===== config.mk =====
export PLATFORM = sky130hd
export DESIGN_NAME = ladybird_debounce
export DESIGN_NICKNAME = d
export VERILOG_FILES = /design/src/rtl/ladybird_debounce.sv
export SDC_FILE = /design/constraint.sdc
export NUM_CORES = 1
export LEC_CHECK = 0
export CAP_MARGIN = 20
export CORE_ASPECT_RATIO = 0.9
export CORE_UTILIZATION = 36
export CTS_BUF_LIST = sky130_fd_sc_hd__clkbuf_4 sky130_fd_sc_hd__clkbuf_8 sky130_fd_sc_hd__clkbuf_16
export DETAILED_ROUTE_END_ITERATION = 16
export SYNTH_ARGS = -nofsm -noshare
export SYNTH_HDL_FRONTEND = slang
export SYNTH_SLANG_ARGS = --single-unit

===== constraint.sdc =====
create_clock -name clk -period 2.7 [get_ports clk]
set_input_delay 0.27 -clock clk [delete_from_list [all_inputs] [get_ports clk]]
set_output_delay 0.27 -clock clk [all_outputs]
set_load 0.01 [all_outputs]

===== src/rtl/ladybird_debounce.sv =====
// ladybird_debounce: synchronizes raw pad inputs and debounces each bit with
//   a counter paced by a shared prescaler tick, producing level/rise/fall outputs.
// Latency: level_o follows a held raw change after SYNC_STAGES + STABLE_TICKS ticks' worth of edges.
// Backpressure: none; this is a free-running conditioning stage with no handshake.
//
// Ports:
//   clk      system clock
//   rst      synchronous active-high reset
//   raw_i    asynchronous raw pad inputs (active-high)
//   level_o  debounced level vector (feeds GPIO_I)
//   rise_o   one-cycle pulse per bit on an accepted 0->1 change
//   fall_o   one-cycle pulse per bit on an accepted 1->0 change
//   tick_o   prescaler sample tick
module ladybird_debounce #(
    parameter int WIDTH        = 8,
    parameter int SYNC_STAGES  = 2,
    parameter int TICK_DIV     = 100000,
    parameter int STABLE_TICKS = 16
) (
    input  logic             clk,
    input  logic             rst,
    input  logic [WIDTH-1:0] raw_i,
    output logic [WIDTH-1:0] level_o,
    output logic [WIDTH-1:0] rise_o,
    output logic [WIDTH-1:0] fall_o,
    output logic             tick_o
);

    localparam int PCW = (TICK_DIV > 1)     ? $clog2(TICK_DIV)     : 1;
    localparam int CW  = (STABLE_TICKS > 1) ? $clog2(STABLE_TICKS) : 1;

    localparam logic [PCW-1:0] PC_LAST  = PCW'(TICK_DIV - 1);
    localparam logic [CW-1:0]  CNT_LAST = CW'(STABLE_TICKS - 1);

    // ------------------------------------------------------------------
    // Synchronizer: plain flop chain, stage 0 samples the pad.
    // ------------------------------------------------------------------
    logic [SYNC_STAGES-1:0][WIDTH-1:0] r_sync;
    logic [WIDTH-1:0]                  w_s;

    always_ff @(posedge clk) begin
        if (rst) begin
            r_sync <= '0;
        end else begin
            r_sync <= {r_sync[SYNC_STAGES-2:0], raw_i};
        end
    end

    assign w_s = r_sync[SYNC_STAGES-1];

    // ------------------------------------------------------------------
    // Prescaler: counts 0..TICK_DIV-1. With TICK_DIV=1 the counter sits at
    // 0, which equals PC_LAST, so the tick is permanently high.
    // ------------------------------------------------------------------
    logic [PCW-1:0] r_pc;
    logic           w_tick;

    assign w_tick = (r_pc == PC_LAST);
    assign tick_o = w_tick;

    always_ff @(posedge clk) begin
        if (rst || w_tick) begin
            r_pc <= '0;
        end else begin
            r_pc <= r_pc + PCW'(1);
        end
    end

    // ------------------------------------------------------------------
    // Per-bit stability filter. A bit is "pending" whenever the synchronized
    // input disagrees with the accepted level; any agreeing cycle wipes the
    // progress immediately, tick or not.
    // ------------------------------------------------------------------
    logic [WIDTH-1:0]          r_level;
    logic [WIDTH-1:0]          r_rise;
    logic [WIDTH-1:0]          r_fall;
    logic [WIDTH-1:0][CW-1:0]  r_cnt;

    logic [WIDTH-1:0]          w_level_nxt;
    logic [WIDTH-1:0]          w_rise_nxt;
    logic [WIDTH-1:0]          w_fall_nxt;
    logic [WIDTH-1:0][CW-1:0]  w_cnt_nxt;

    always_comb begin
        w_level_nxt = r_level;
        w_rise_nxt  = '0;
        w_fall_nxt  = '0;
        w_cnt_nxt   = r_cnt;
        for (int i = 0; i < WIDTH; i++) begin
            if (w_s[i] == r_level[i]) begin
                w_cnt_nxt[i] = '0;
            end else if (w_tick) begin
                if (r_cnt[i] == CNT_LAST) begin
                    // Accept: pulse is registered alongside the new level so
                    // both appear in the same cycle.
                    w_level_nxt[i] = w_s[i];
                    w_cnt_nxt[i]   = '0;
                    w_rise_nxt[i]  = w_s[i];
                    w_fall_nxt[i]  = ~w_s[i];
                end else begin
                    w_cnt_nxt[i] = r_cnt[i] + CW'(1);
                end
            end
        end
    end

    always_ff @(posedge clk) begin
        if (rst) begin
            r_level <= '0;
            r_rise  <= '0;
            r_fall  <= '0;
            r_cnt   <= '0;
        end else begin
            r_level <= w_level_nxt;
            r_rise  <= w_rise_nxt;
            r_fall  <= w_fall_nxt;
            r_cnt   <= w_cnt_nxt;
        end
    end

    assign level_o = r_level;
    assign rise_o  = r_rise;
    assign fall_o  = r_fall;

endmodule


==> run_results.csv, run 1 <==
group,metric,value,unit
logic_synthesis,synth_simple_gate_area_share,26.5,%
timing,fin_crit,2.38,ns
global_route,antenna_found_initial,0,
clocking,clk_pin_slew,0.06,ns
worst_hold_path,hold_path.class,"reg2reg",
detailed_routing,vias,3066,
global_route,gr-usage-all-layers,16.7,%
placement,placed_cells,563,
logic_synthesis,yosys_warnings,0,
finish,layout.nets,467,
finish,post_layout_nonfiller_instances,578,
clocking,clk_latency,0.33,ns
timing,hold_ws,0.435,ns
logic_synthesis,synthTopCellsByArea,"dfxtp_1, a21oi_1, nand2_1, nor4_1, xnor2_1",
detailed_routing,post_drt_wl_per_cell,13.9,um
logic_synthesis,synth_top_cell_by_area,"dfxtp_1",
finish,layout_common_cells,"dfxtp_1, a21oi_1, nand2_1",
global_route,grt_max_degree,37,
clocking,cts-buffers-inserted,9,
placement,portBuffers,34,
timing,rsz0062_at_grt,"false",
timing,setup_viol,0,
logic_synthesis,async_flop_share,0,%
logic_synthesis,synthAdderAreaFrac,3.05,%
logic_synthesis,yosysSeqAreaShare,48.2,%
logic_synthesis,synth.distinct_cells,33,
logic_synthesis,synthMuxAreaShare,0,%
timing,finClkSkew,0.00794,ns
logic_synthesis,synth_top_family_by_area,"simple AND/OR/NAND/NOR gates",
placement,hpwl,5320,um
setup_path,worst-path-buf-inv,2,
setup_path,critical-path-top-delay-family,"simple AND/OR/NAND/NOR gates",
clocking,cts_max_level,3,
floorplan,die_w,109,um
timing,fmax,419,MHz
floorplan,initial_core_util,37.6,%
timing,slew_headroom,62.0,%
clocking,cts_setup_buffers,0,
clocking,post_cts_resized,0,
setup_path,cp_slowest_cell,"clkdlybuf4s50_1",
clocking,clockBufferDepth,2,
clocking,cts_tree,"done",
detailed_routing,drc,0,
outcome,status,"finished, final reports clean",
power_and_ir_drop,p_per_area,593,mW/mm^2
logic_synthesis,synth_top_area_share,48.2,%
floorplan,coreArea,0.00983,sq mm
logic_synthesis,synth.net_count,433,
logic_synthesis,ys_ff_latch,89,
setup_path,path_cells,"or3b_2 -> nor3_1 -> nand2_1 -> inv_1 -> clkdlybuf4s50_1",
setup_path,end_kind,"output pin",
timing,worst_slew_pin_slew,0.569,ns
setup_path,path_max_fanout,4,
floorplan,die_h,98.1,um
setup_path,startpoint_type,"flop",
clocking,cts_hold_buf,0,
placement,gp_congestion,0.815,
setup_path,crit_type,"reg2out",
floorplan,dieArea,0.0107,sq mm
detailed_routing,vias_per_cell,5.30,
detailed_routing,drt_iter0_markers,134,
logic_synthesis,synth.avg_cell_area,8.93,sq um
timing,post-route-period-util,88.3,%
logic_synthesis,syn-cell-area,0.00370,sq mm
power_and_ir_drop,totalPowerFinal,2650,uW
logic_synthesis,synth_xor_area_share,5.21,%
flow_run,maxCapViolations,0,
power_and_ir_drop,power.leakage,0.00148,uW
detailed_routing,wl,8050,um
logic_synthesis,synth_edf_count,0,
setup_path,crit_arrival,2.11,ns
finish,syn2layout_area_growth,21.2,%
floorplan,row_count,34,
logic_synthesis,synth-compound-area-share,12.5,%
finish,layout_commonest_cell,"dfxtp_1",
global_route,grt_pass1_wl,13800,um
clocking,clockRootBuffer,"clkbuf_16",
logic_synthesis,synthCells,414,
finish,antennaDiodeCount,0,
timing,drv_slew,0,
setup_path,slowest_delay,0.53,ns
setup_path,cp.required,2.43,ns
clocking,clkSinkCount,89,
global_route,grt_overflow,0,
finish,drive_gt1_share,7.30,%
power_and_ir_drop,irDropWorstVdd,0.400,mV
detailed_routing,first_pass_iters,4,
floorplan,io_pins,35,
timing,finalSetupTns,0,ns
logic_synthesis,synth_flop_cell,"dfxtp_1",
global_route,first_global_vias,2897,
timing,hold_viol,0,
detailed_routing,ant_nets,0,
## flip-flops by register name (all words and copies together), names as in the netlist
signal / count
rise_o: 8
r_cnt: 32
fall_o: 8
w_s: 8
r_pc: 17
r_sync: 8
level_o: 8
## report_power, final
group	leakage (uW)	switching [uW]	internal, uW
logic	0.000614	27.3	26.9
registers	0.000721	11.5	1330
clock network	0.000149	478	783
total	0.00148	516	2140
## Yosys cell counts (all sizes together), types with 10 or more instances
cell / n
nand4: 13
nand3: 20
clkbuf: 14
dfxtp: 89
nand2: 35
xnor2: 13
nor2: 26
inv: 21
nor4: 22
nor2b: 16
nor3: 13
o31ai: 11
or3: 10
a21oi: 39
## metal layers
layer	GRT usage (%)	part of all wire, %	up-vias	routed length (um)
met3	4.14	4.3	14	343
li1	-	-	1558	-
met5	0	0	-	0
met1	20.4	45	1421	3660
met4	8.11	2.7	0	220
met2	27.2	47	73	3820
## metrics by stage
stage          setup slack (ns)  area [sq um]  util (%)
5_1_grt                   0.139          4480      45.6
2_1_floorplan             0.610          3700         -
4_1_cts                   0.277          4480      45.6
3_3_place_gp              0.357          4170      42.5
3_5_place_dp              0.299          4170      42.5
6_report                  0.316          4480      45.6
## layout make-up
class	instances	area (sq um)
clock inverter	2	37.5
multi-input combinational	285	1760
sequential	89	1780
tap	126	158
timing repair buffer	42	400
clock buffer	13	268
inverter	21	78.8
fill	959	5350
## worst reg2reg max path: cells and delay by family (launching register included)
kind	cells	cell delay, ns
AND/OR/NAND/NOR	4	1.90
flip-flops	1	0.36
## final timing paths
check                           startpoint        to  slack [ns]  cells past startpoint
worst max-delay path              r_pc[16]    tick_o        0.32                      5
worst min-delay path             r_sync[3]    w_s[3]        0.43                      1
worst max register to register    r_pc[12]  r_pc[15]        0.32                      4
worst min register to register   r_sync[3]    w_s[3]        0.43                      1
## logic make-up (layout without fill, tap and decap cells)
family | count (synthesis) | after routing
simple gates | 182 | 182
flops | 89 | 89
compound gates | 72 | 72
buf+inv | 40 | 78
xor+xnor | 22 | 22
fa+ha+maj | 9 | 9
Power figures use the tool's default switching activity.
==> run 2: changes to the inputs <==
--- a/config.mk
+++ b/config.mk
@@ -10,6 +10,7 @@
 export CORE_UTILIZATION = 36
 export CTS_BUF_LIST = sky130_fd_sc_hd__clkbuf_4 sky130_fd_sc_hd__clkbuf_8 sky130_fd_sc_hd__clkbuf_16
 export DETAILED_ROUTE_END_ITERATION = 16
+export PLACE_DENSITY = 0.64
 export SYNTH_ARGS = -nofsm -noshare
 export SYNTH_HDL_FRONTEND = slang
 export SYNTH_SLANG_ARGS = --single-unit
==> run_results.csv, run 2 (same netlist as run 1, synthesis figures left out) <==
group,metric,value,unit
outcome,status,"finished, final reports clean",
placement,preCtsSetupSlack,0.327,ns
setup_path,reg2reg_to,"r_pc[5]",
floorplan,row_count,34,
clocking,cts_setup_buffers,0,
placement,gp_congestion,0.806,
finish,post_layout_nonfiller_instances,580,
setup_path,regToRegSetupSlack,0.32,ns
global_route,gr-usage-all-layers,16.5,%
finish,layout_commonest_cell,"dfxtp_1",
clocking,clockRootBuffer,"clkbuf_16",
power_and_ir_drop,intPower,2110,uW
setup_path,crit_path_start,"r_pc[0]",
placement,place_area,0.00419,sq mm
power_and_ir_drop,switching_power,553,uW
placement,portBuffers,34,
floorplan,dieArea,0.0107,sq mm
detailed_routing,post_drt_wl_per_cell,14.3,um
setup_path,end_kind,"output pin",
power_and_ir_drop,irDropWorstVdd,0.286,mV
timing,finClkSkew,0.00424,ns
clocking,cts-buffers-inserted,9,
power_and_ir_drop,clockPowerShare,47.8,%
floorplan,coreArea,0.00983,sq mm
detailed_routing,wl,8270,um
power_and_ir_drop,seqPwrFrac,50.2,%
finish,largest_register_ffs,32,
setup_path,r2r.worst_path.cells,4,
clocking,cts_hold_buf,0,
clocking,cts_max_level,3,
global_route,first_global_vias,2902,
timing,timing.final.ws_setup,0.226,ns
power_and_ir_drop,combPwrFrac,2.0,%
setup_path,startpoint_type,"flop",
timing,fin_crit,2.47,ns
setup_path,path_max_fanout,7,
detailed_routing,drt_iter0_markers,173,
global_route,grt_overflow,0,
finish,fillCellCount,954,
timing,hold_viol,0,
detailed_routing,ant_nets,0,
timing,rsz0062_at_grt,"false",
finish,syn2layout_area_growth,21.9,%
setup_path,crit_type,"reg2out",
power_and_ir_drop,sw_frac_of_total,20.7,%
floorplan,initial_core_util,37.6,%
finish,drive_gt1_share,7.71,%
finish,finalInstanceArea,0.00450,sq mm
timing,slew_headroom,63.1,%
setup_path,cp.required,2.43,ns
finish,layout.nets,468,
global_route,antenna_found_initial,0,
finish,layout_common_cells,"dfxtp_1, a21oi_1, nand2_1",
clocking,clk_pin_slew,0.06,ns
clocking,post_cts_resized,0,
timing,drv_slew,0,
flow_run,maxCapViolations,0,
finish,top_regs,"r_cnt (32), r_pc (17)",
timing,fmax,404,MHz
floorplan,die_h,98.1,um
clocking,clkSinkCount,89,
detailed_routing,drc,0,
detailed_routing,first_pass_iters,4,
global_route,grt_pass1_wl,13900,um
floorplan,io_pins,35,
clocking,clk_latency,0.33,ns
timing,post-route-period-util,91.6,%
detailed_routing,vias_per_cell,5.37,
global_route,grt_max_degree,37,
clocking,cts_tree,"done",
finish,regMostFlops,"r_cnt",
finish,antennaDiodeCount,0,
timing,worst_slew_pin_slew,0.553,ns
setup_path,crit_arrival,2.20,ns
floorplan,die_w,109,um
placement,hpwl,5410,um
placement,placed_cells,564,
power_and_ir_drop,power.leakage,0.00149,uW
clocking,clockBufferDepth,2,
setup_path,crit_end,"tick_o",
detailed_routing,vias,3112,
setup_path,r2r-start,"r_pc[12]",
timing,finalSetupTns,0,ns
power_and_ir_drop,p_per_area,592,mW/mm^2
timing,setup_viol,0,
worst_hold_path,hold_path.class,"reg2reg",
## run 2: changes by cell type in the layout (fill, tap and decap cells not counted), sizes merged
| cell | before | now |
|---|---|---|
| inv | 21 | 22 |
| buf | 8 | 9 |
| clkbuf | 13 | 11 |
| clkinv | 0 | 2 |
## run 2: power groups by stage
stage / registers, uW / clock network [uW] / logic (uW)
6_report: 1340 / 1270 / 53.8
5_1_grt: 1340 / 1360 / 60.6
4_1_cts: 1340 / 1310 / 54.6
3_5_place_dp: 1370 / 0 / 54.4
3_3_place_gp: 1370 / 0 / 52.9
2_1_floorplan: 1370 / 0 / 32.4
## run 2: metal layers
layer  track usage (%)  up-vias  wire [um]
li1                  -     1556          -
met1              21.6     1466       3710
met2              27.0       88       4050
met3              4.47        2        482
met4              4.05        0         29
met5                 0        -          0
## run 2: worst min path at each step
stage,from,endpoint,depth (start not counted)
6_report,r_sync[5],w_s[5],1
5_1_grt,r_sync[0],w_s[0],1
4_1_cts,r_sync[5],w_s[5],1
3_5_place_dp,r_sync[5],w_s[5],1
3_3_place_gp,r_sync[3],w_s[3],1
2_1_floorplan,raw_i[0],r_sync[0],1
## run 2: area by class of cell
| class | instances | area [sq um] | share of cell area, % |
|---|---|---|---|
| Inverter | 21 | 78.8 | 1.75 |
| Tap cell | 126 | 158 | 3.50 |
| Clock inverter | 5 | 63.8 | 1.42 |
| Timing Repair Buffer | 43 | 420 | 9.33 |
| Multi-Input combinational cell | 285 | 1760 | 39.0 |
| Clock buffer | 11 | 246 | 5.47 |
| Sequential cell | 89 | 1780 | 39.6 |
## run 2: metrics by stage
step	power [uW]	hold WS, ns	util (%)
3_5_place_dp	1420	0.421	42.7
6_report	2670	0.436	45.8
4_1_cts	2700	0.437	45.8
2_1_floorplan	1400	0.398	-
3_3_place_gp	1420	0.421	42.7
5_1_grt	2760	0.461	45.8
## run 2: critical path: stages (launching register included)
cell	delay [ns]
dfxtp_1	0.37
ha_1	0.23
nand3_1	0.12
buf_4	0.18
nor3_1	0.24
nand2_1	0.14
inv_1	0.07
clkdlybuf4s50_1	0.53
